==> src/rtl/round_robin_arbiter.sv <==
// round_robin_arbiter: registered N-way round-robin arbiter.
//   Each cycle it grants one active requester, or none when nothing is
//   requested. Priority starts just after the most recently granted index.
//   The grant is one-hot, so consumers can use it directly as a select.
//
// Ports:
//   clk   in  1  rising-edge clock
//   rst   in  1  asynchronous active-high reset (grant=0, ptr=0)
//   req   in  N  request vector, bit i = requester i wants the resource
//   grant out N  registered one-hot grant, all-zero = no grant
//
// Build option:
//   RRA_HOLD_EN  lock mode. A grantee that keeps its request asserted keeps
//                the grant. Arbitration resumes from grantee+1 once it drops.

// Per-requester win decision. Requester IDX wins when it requests and no
// requester that is closer to ptr in the wrapped scan order also requests.
module rra_lane #(
  parameter int N   = 4,
  parameter int PW  = 2,
  parameter int IDX = 0
) (
  input  logic [N-1:0]  req,
  input  logic [PW-1:0] ptr,
  output logic          win
);
  always_comb begin
    win = req[IDX];
    for (int j = 0; j < N; j++) begin
      // (x - ptr) mod N is x's position in the scan that starts at ptr
      if (j != IDX && req[j] &&
          ((j - int'(ptr) + N) % N) < ((IDX - int'(ptr) + N) % N))
        win = 1'b0;
    end
  end
endmodule

module round_robin_arbiter #(
  parameter int N = 4
) (
  input  logic         clk,
  input  logic         rst,
  input  logic [N-1:0] req,
  output logic [N-1:0] grant
);
  localparam int PW = (N > 1) ? $clog2(N) : 1;

  logic [PW-1:0] ptr, ptr_nxt;
  logic [N-1:0]  win, grant_nxt;

  for (genvar i = 0; i < N; i++) begin : g_lane
    rra_lane #(.N(N), .PW(PW), .IDX(i)) u_lane (
      .req (req),
      .ptr (ptr),
      .win (win[i])
    );
  end

  always_comb begin
    grant_nxt = '0;
    ptr_nxt   = ptr;
    if (|req) begin
      grant_nxt = win;
      for (int i = 0; i < N; i++)
        if (win[i]) ptr_nxt = (i == N-1) ? '0 : PW'(i + 1);
    end
`ifdef RRA_HOLD_EN
    // grant is one-hot, so any overlap means the current grantee still
    // requests. ptr already points past it, so release resumes from i+1.
    if (|(grant & req)) begin
      grant_nxt = grant;
      ptr_nxt   = ptr;
    end
`endif
  end

  always_ff @(posedge clk or posedge rst) begin
    if (rst) begin
      grant <= '0;
      ptr   <= '0;
    end else begin
      grant <= grant_nxt;
      ptr   <= ptr_nxt;
    end
  end
endmodule

==> config.mk <==
export PLATFORM = sky130hd
export DESIGN_NAME = round_robin_arbiter
export DESIGN_NICKNAME = d
export VERILOG_FILES = /design/src/rtl/round_robin_arbiter.sv
export SDC_FILE = /design/constraint.sdc
export NUM_CORES = 1
export LEC_CHECK = 0
export CAP_MARGIN = 20
export CORE_AREA = 2 2 39 41
export DETAILED_ROUTE_END_ITERATION = 8
export DIE_AREA = 0 0 41 43
export MAX_ROUTING_LAYER = met4
export PLACE_DENSITY = 0.52
export SLEW_MARGIN = 5
export SYNTH_ARGS = -nofsm -noshare
export SYNTH_HDL_FRONTEND = slang
export SYNTH_SLANG_ARGS = --single-unit
==> constraint.sdc <==
create_clock -name clk -period 2.35 [get_ports clk]
set_input_delay 0.705 -clock clk [delete_from_list [all_inputs] [get_ports clk]]
set_output_delay 0.705 -clock clk [all_outputs]
set_load 0.02 [all_outputs]
==> results of run 1 <==
-- cell families (layout without fill, tap and decap cells) --
logic type / count (synthesis) / in the layout / share of synthesized area (%)
buffers and inverters: 7 / 19 / 8.02
and+or+nand+nor: 12 / 12 / 18.3
DFF: 6 / 6 / 45.8
adders and majority gates: 4 / 4 / 15.3
AOI/OAI and AO/OA: 4 / 4 / 12.6
-- synthesized netlist by cell type --
| cell type | instances |
|---|---|
| a311o_1 | 1 |
| dfrtp_1 | 6 |
| ha_1 | 4 |
| inv_1 | 7 |
| nand2_1 | 6 |
| nand2b_1 | 4 |
| nand4_1 | 2 |
| o2111a_2 | 1 |
| o2111ai_1 | 1 |
| o311a_1 | 1 |
-- layout make-up --
type / instances / share of cell area, %
sequential: 6 / 32.6
multi-input combinational: 20 / 32.9
tap: 16 / 4.35
timing repair buffer: 9 / 19.6
inverter: 7 / 5.71
clock buffer: 3 / 4.89
-- flip-flops by register name, indices dropped and copies added (netlist names) --
signal / cells
grant: 4
ptr: 2
-- routing by layer --
metal / vias to the layer above / GRT usage, %
met5: - / -
met4: 0 / 8.00
met3: 0 / 3.14
met2: 10 / 17.5
met1: 119 / 11.5
li1: 134 / -
-- through the flow --
stage,instances,instance area [sq um]
CTS,61,460
floorplan,33,328
global placement,58,438
finish,61,460
global route,61,460
detailed placement,58,438
-- power groups by stage --
stage	combinational [W]	clock, W	sequential [W]
floorplan	0.000124	0	0.000192
global placement	0.000230	0	0.000173
detailed placement	0.000232	0	0.000173
CTS	0.000232	0.0000958	0.000174
global route	0.000267	0.000105	0.000179
finish	0.000229	0.0000893	0.000172
-- final timing paths --
path | from | endpoint | slack [ps] | cells past startpoint
max | grant[0] | grant[0] | 490 | 1
min | ptr[0] | ptr[0] | 620 | 1
max reg2reg | ptr[1] | ptr[0] | 750 | 5
min reg2reg | ptr[0] | ptr[0] | 620 | 1
max in group asynchronous | rst | grant[0] | 1490 | 2
min in group asynchronous | rst | grant[3] | 680 | 2
==> run metrics, run 1 <==
DP Worst Slack 341 ps; CTS tree yes; max_cap viols 0; M1 WL 244 um; area occupied by multi-input gates 151 sq um; Vias 263; crit end category output port; final worst-path cycle share 79.2%; Site Rows 14; startpoint types flop; Final Slew Violations 0; CP Data Arrival Time 1160 ps; WL final 628 um; CTS clk-pin slew, worst paths 40 ps; cell count after synthesis 33; Routed wire per std cell 10.3 um; Initial Util 23.7%; largest net degree at the start of global routing 7; io pins 10; DRC 0; max_slew headroom 78.9%; Psw 0.000176 W; metal2 WL 332 um; global-route wire length before repair 1.25 mm; Clock Tree Buf Depth 2; clock latency on the worst-skew pair 240 ps; post-detail-place hpwl 545 um; slowest cell on the critical path clkdlybuf4s50_1; Worst-Margin Slew 316 ps; Filler Cell Count 157; Reg power frac 35.1%; Hold Path Class flop to flop; IO buf count 9; Peak supply drop 0.326 mV; CTS resizes 0; antenna violations before repair 0; share of cells above drive strength 1 8.89%; placer congestion estimate 0.839; worst setup margin 489 ps; grt ovf 0; sum of negative setup slack 0 ps; # setup viols final 0; Seq. cell area 150 sq um; Bufs and invs on worst path 1; DRT Pass-1 Iters 3; Die H 43 um; cts bufs inserted 3; post-route ant nets 0; core area 0.00138 sq mm; worst clock skew 2.10 ps; Setup Fix Bufs, Post-CTS 0; crit path cell chain clkdlybuf4s50_1; fin crit period 1860 ps; H-tree depth 1; Cell Pwr Density 1060 mW/mm^2; Starting DRT DRC Count 1; Net Count, Synth 43; GRT Resource Usage Total 11.3%; synthesized cell area 328 sq um; post-synthesis area per instance 9.93 sq um; synth top area cells dfrtp_1, ha_1, inv_1, nand2b_1, nand2_1; FMAX 537 MHz; WL met3 51 um; CTS root buf clkbuf_4; die area 0.00176 sq mm; register area share after synthesis 45.8%; vias per cell 4.31; Worst Path Class, Setup flop to output port; Core Util, Final 33.3%; Critical Path RT 1640 ps; CP peak stage delay 600 ps; YS warnings 0; cell family with most CP delay buffers and inverters; hold slack 616 ps; Netlist cell types 10; Chip Width 41 um; commonest non-fill, non-tap cell in the layout clkdlybuf4s50_1; CP max FO 1; Combinational Power Share 46.7%; nets 57; clock network power share 18.2%; Int Pwr 0.000314 W; Synth Register Bits 6; clock sink total 6; status complete, no violations; total power 0.000490 W; Highest Signal Layer met3; diode count 0; number of global-route vias before repair 313; switch share 35.9%; RSZ-0062 raised after global routing false; final hold viol count 0; LEAKAGE 0.235 nW; Syn-to-layout area delta 40.5%; hold_buf cts 0; leading area contributor after synthesis dfrtp_1; Synth top area share 45.8%; most frequent cells in the layout clkdlybuf4s50_1, inv_1, nand2_1, dfrtp_1
No activity file was read; power rests on OpenSTA's default activity.
==> inputs of run 2 (changes only) <==
--- a/config.mk
+++ b/config.mk
@@ -10,7 +10,7 @@
 export DETAILED_ROUTE_END_ITERATION = 8
 export DIE_AREA = 0 0 41 43
 export MAX_ROUTING_LAYER = met4
-export PLACE_DENSITY = 0.52
+export PLACE_DENSITY = 0.54
 export SLEW_MARGIN = 5
 export SYNTH_ARGS = -nofsm -noshare
 export SYNTH_HDL_FRONTEND = slang
==> constraint.sdc (replaced) <==
create_clock -name clk -period 1.7 [get_ports clk]
set_input_delay 0.51 -clock clk [delete_from_list [all_inputs] [get_ports clk]]
set_output_delay 0.51 -clock clk [all_outputs]
set_load 0.02 [all_outputs]
==> run 2 against run 1 <==
  * Combinational power rose by 62%
  * Routed wire length rose by 3.8%
  * Clock power rose by 43%
  * Register-to-register slack got worse by 580 ps
  * Non-clock buffer count rose by 6
==> run metrics, run 2 (synthesis results as in run 1) <==
status complete, no violations; max_slew headroom 83.9%; Routed wire per std cell 9.73 um; Worst-Margin Slew 241 ps; Core Util, Final 37.3%; H-tree depth 1; max_cap viols 0; commonest non-fill, non-tap cell in the layout inv_1; grt ovf 0; FMAX 652 MHz; vias per cell 4.22; Peak supply drop 0.395 mV; Clock Tree Buf Depth 2; placer congestion estimate 0.729; share of cells above drive strength 1 19.6%; IO buf count 9; io pins 10; Cell Pwr Density 1400 mW/mm^2; crit path cell chain inv_1 -> ha_1 -> nand2b_1 -> o2111a_2 -> o311a_1; DP Worst Slack -80.3 ps; post-route ant nets 0; clock latency on the worst-skew pair 240 ps; Largest register FFs 4; reg-to-reg endpoint ptr[0]; CTS clk-pin slew, worst paths 50 ps; DRT Pass-1 Iters 4; hold_buf cts 0; slowest cell on the critical path dfrtp_1; LEAKAGE 0.323 nW; Filler Cell Count 152; DRC 0; core area 0.00138 sq mm; cts bufs inserted 3; global-route wire length before repair 1.17 mm; leading registers by flop count grant: 4 flops, ptr: 2 flops; hold slack 481 ps; worst clock skew 3.69 ps; startpoint types flop; CP max FO 4; critical path launch point ptr[0]; Vias 283; Bufs and invs on worst path 1; clock sink total 6; largest net degree at the start of global routing 7; antenna violations before repair 0; Area after DPL 483 sq um; Critical Path RT 1820 ps; CTS tree yes; worst setup margin 166 ps; final hold viol count 0; Starting DRT DRC Count 6; crit end category flop; WL final 652 um; flop2flop setup slack 170 ps; fin crit period 1530 ps; CP Data Arrival Time 1660 ps; CP peak stage delay 400 ps; die area 0.00176 sq mm; Initial Util 23.7%; Site Rows 14; Die H 43 um; reg2reg start ptr[0]; Final Slew Violations 0; diode count 0; post-detail-place hpwl 548 um; # setup viols final 0; cell family with most CP delay compound AO/OA/AOI/OAI gates; RSZ-0062 raised after global routing false; Hold Path Class primary input to asynchronous set/reset pin; final instance area 515 sq um; nets 63; Chip Width 41 um; most frequent cells in the layout inv_1, nand2_1, dfrtp_1, buf_4, clkdlybuf4s50_1; final worst-path cycle share 90.3%; Setup Fix Bufs, Post-CTS 0; Syn-to-layout area delta 57.3%; CTS root buf clkbuf_4; GRT Resource Usage Total 10.3%; Worst Path Class, Setup flop to flop; number of global-route vias before repair 297; cells on worst reg2reg path 5; Top reg by flops grant
-- run 2: worst max path at each step --
stage                           to  slack, ps  depth (start not counted)
after global placement      ptr[0]        -60                          4
after CTS                 grant[2]         20                          1
after global routing        ptr[0]         60                          5
final                       ptr[0]        170                          5
after floorplan             ptr[0]        240                          5
after detailed placement    ptr[0]        -80                          4
-- run 2: cell type report --
type | count | area [sq um] | share of cell area (%)
inverters | 7 | 26.3 | 5.10
multi-input cells | 20 | 151 | 29.4
clock buffers | 3 | 22.5 | 4.37
well taps | 16 | 20.0 | 3.88
flip-flops and latches | 6 | 150 | 29.1
repair buffers | 15 | 145 | 28.2
-- run 2: per-stage QoR --
step / instances / setup TNS (ps) / total power (W)
4_1_cts: 67 / 0 / 0.000743
5_1_grt: 67 / 0 / 0.000796
3_3_place_gp: 64 / -95.0 / 0.000606
6_report: 67 / 0 / 0.000722
3_5_place_dp: 64 / -120 / 0.000609
2_1_floorplan: 33 / 0 / 0.000437
-- run 2: report_power, final --
part	switching (W)	internal, W
Clock	0.0000480	0.0000796
Sequential	0.0000294	0.000195
Combinational	0.000173	0.000196
Total	0.000251	0.000471
-- run 2: timing repair --
action                                  in CTS  in global routing
hold endpoints to repair                     0                  0
endpoints found under the setup margin       0                  4
gates resized for setup                      0                  4
-- run 2: per-layer routing --
metal	routed length, um	GRT usage [%]
met3	52	3.14
met4	0	8.00
met5	0	-
met1	278	11.7
met2	321	14.4
==> inputs of run 3 (changes only) <==
--- a/config.mk
+++ b/config.mk
@@ -5,12 +5,13 @@
 export SDC_FILE = /design/constraint.sdc
 export NUM_CORES = 1
 export LEC_CHECK = 0
+export ABC_AREA = 1
 export CAP_MARGIN = 20
-export CORE_AREA = 2 2 39 41
+export CORE_AREA = 3 3 40 42
 export DETAILED_ROUTE_END_ITERATION = 8
-export DIE_AREA = 0 0 41 43
+export DIE_AREA = 0 0 43 45
 export MAX_ROUTING_LAYER = met4
-export PLACE_DENSITY = 0.54
+export PLACE_DENSITY = 0.59
 export SLEW_MARGIN = 5
 export SYNTH_ARGS = -nofsm -noshare
 export SYNTH_HDL_FRONTEND = slang
==> run 3 against run 2 <==
  * Synthesized cell count increased by 55%
  * First-iteration DRC count decreased by 83%
  * Highest routed layer unchanged
  * Combinational power increased by 16%
  * Clock-buffer cell count unchanged
  * Largest power group unchanged
  * Clock power about the same
  * Total power increased by 10%
  * Fmax decreased by 7.3%
  * Critical path type is now flop to output port
  * Core utilization increased by 3.4 points
==> run metrics, run 3 <==
status complete, no violations; CP peak stage delay 590 ps; Combinational Power Share 54.2%; Netlist cell types 10; final worst-path cycle share 97.4%; crit end category output port; antenna violations before repair 0; DRT Pass-1 Iters 3; cell family with most CP delay buffers and inverters; max_slew headroom 85.1%; Top reg by flops grant; number of global-route vias before repair 303; IO buf count 9; FMAX 604 MHz; core area 0.00128 sq mm; Net Count, Synth 61; placer congestion estimate 0.727; global-route wire length before repair 1.14 mm; max_cap viols 0; critical path launch point grant[3]; hold_buf cts 0; Psw 0.000338 W; final hold viol count 0; reg2reg start ptr[1]; Worst-Margin Slew 224 ps; register area share after synthesis 38.6%; Synth Register Bits 6; sum of negative setup slack 0 ps; startpoint types flop; diode count 0; Synth Flop Type dfrtp_1; vias per cell 4.32; Routed wire per std cell 8.68 um; synth top area cells dfrtp_1, nand2_1, ha_1, nor2_4, inv_1; Worst Path Class, Setup flop to output port; Initial Util 30.3%; count leader, synth nand2_1; DRC 0; Setup Fix Bufs, Post-CTS 0; post-synthesis area per instance 7.63 sq um; CP Data Arrival Time 1150 ps; asr flop ratio synth 100%; Site Rows 13; Bufs and invs on worst path 1; most instantiated cells after synthesis nand2_1, inv_1, dfrtp_1; die area 0.00194 sq mm; fin crit period 1660 ps; synthesized cell area 389 sq um; clock latency on the worst-skew pair 240 ps; nets 75; Critical Path RT 1190 ps; leading area contributor after synthesis dfrtp_1; share of cells above drive strength 1 17.5%; Synth top area share 38.6%; Largest register FFs 4; YS warnings 0; H-tree depth 1; hold slack 475 ps; crit path cell chain clkdlybuf4s50_1; Clock Tree Buf Depth 2; most frequent cells in the layout nand2_1, clkdlybuf4s50_1, inv_1; switch share 42.5%; post-route ant nets 0; DP Worst Slack 5.47 ps; # setup viols final 0; clock network power share 16.0%; CTS clk-pin slew, worst paths 50 ps; Chip Width 43 um; Peak supply drop 0.466 mV; WL final 677 um; io pins 10; clock sink total 6; Reg power frac 29.8%; Filler Cell Count 138; leading registers by flop count grant: 4 flops, ptr: 2 flops; EDFF count, synth 0; Syn-to-layout area delta 34.4%; Int Pwr 0.000456 W; largest net degree at the start of global routing 7; Final Slew Violations 0; CTS tree yes; cell count after synthesis 51; Vias 337; grt ovf 0; RSZ-0062 raised after global routing false; Cell Pwr Density 1520 mW/mm^2; Starting DRT DRC Count 1; Seq. cell area 150 sq um; commonest non-fill, non-tap cell in the layout nand2_1; slowest cell on the critical path clkdlybuf4s50_1; LEAKAGE 0.290 nW; GRT Resource Usage Total 8.53%; worst clock skew 5.38 ps; CP max FO 1; worst setup margin 44.5 ps; post-detail-place hpwl 585 um; CTS root buf clkbuf_4; total power 0.000794 W; Die H 45 um; area occupied by multi-input gates 209 sq um; Hold Path Class primary input to asynchronous set/reset pin; cts bufs inserted 3
-- run 3: worst paths after layout --
kind / end / slack [ps] / cells after the start
max: grant[3] / 40 / 1
min: grant[1] / 480 / 2
max reg2reg: ptr[0] / 300 / 9
min reg2reg: ptr[0] / 590 / 2
max in group asynchronous: grant[3] / 1030 / 2
min in group clk: ptr[0] / 590 / 2
-- run 3: cell families after synthesis --
| family | count (synthesis) | share of synthesized area (%) |
|---|---|---|
| fa+ha+maj | 4 | 12.9 |
| buf+inv | 8 | 7.72 |
| simple gates | 33 | 40.8 |
| flops | 6 | 38.6 |
-- run 3: layout make-up --
type / count / area share, %
Tap cell: 15 / 3.59
Inverter: 8 / 5.74
Timing Repair Buffer: 9 / 17.7
Multi-Input combinational cell: 37 / 40.0
Clock buffer: 3 / 4.31
Sequential cell: 6 / 28.7
-- run 3: layer usage --
metal,track usage [%],wire (um),vias up
met5,-,0,-
met3,3.98,62,0
met1,7.82,273,152
met2,13.5,341,12
li1,-,-,173
met4,7.23,0,0
-- run 3: through the flow --
stage / cells / cell area (sq um) / util (%)
after floorplan: 51 / 389 / -
after global placement: 75 / 498 / 38.8
after detailed placement: 75 / 498 / 38.8
after CTS: 78 / 520 / 40.5
after global routing: 78 / 523 / 40.7
final: 78 / 523 / 40.7
-- run 3: what timing repair did --
item,4_1_cts,5_1_grt
gates resized for setup,0,1
setup endpoints to repair,0,1
endpoints found under the hold margin,0,0
-- run 3: worst reg2reg max path: cells and delay by family (launching register included) --
kind / cells / cell delay [ps]
AND/OR/NAND/NOR: 6 / 460
flip-flops: 1 / 420
adder cells (fa/ha/maj): 1 / 290
buffers and inverters: 2 / 110
-- run 3: power groups by stage --
stage	clock network (W)	registers, W	logic [W]
6_report	0.000127	0.000237	0.000430
5_1_grt	0.000139	0.000246	0.000479
4_1_cts	0.000135	0.000239	0.000438
3_5_place_dp	0	0.000238	0.000439
3_3_place_gp	0	0.000241	0.000428
2_1_floorplan	0	0.000268	0.000285
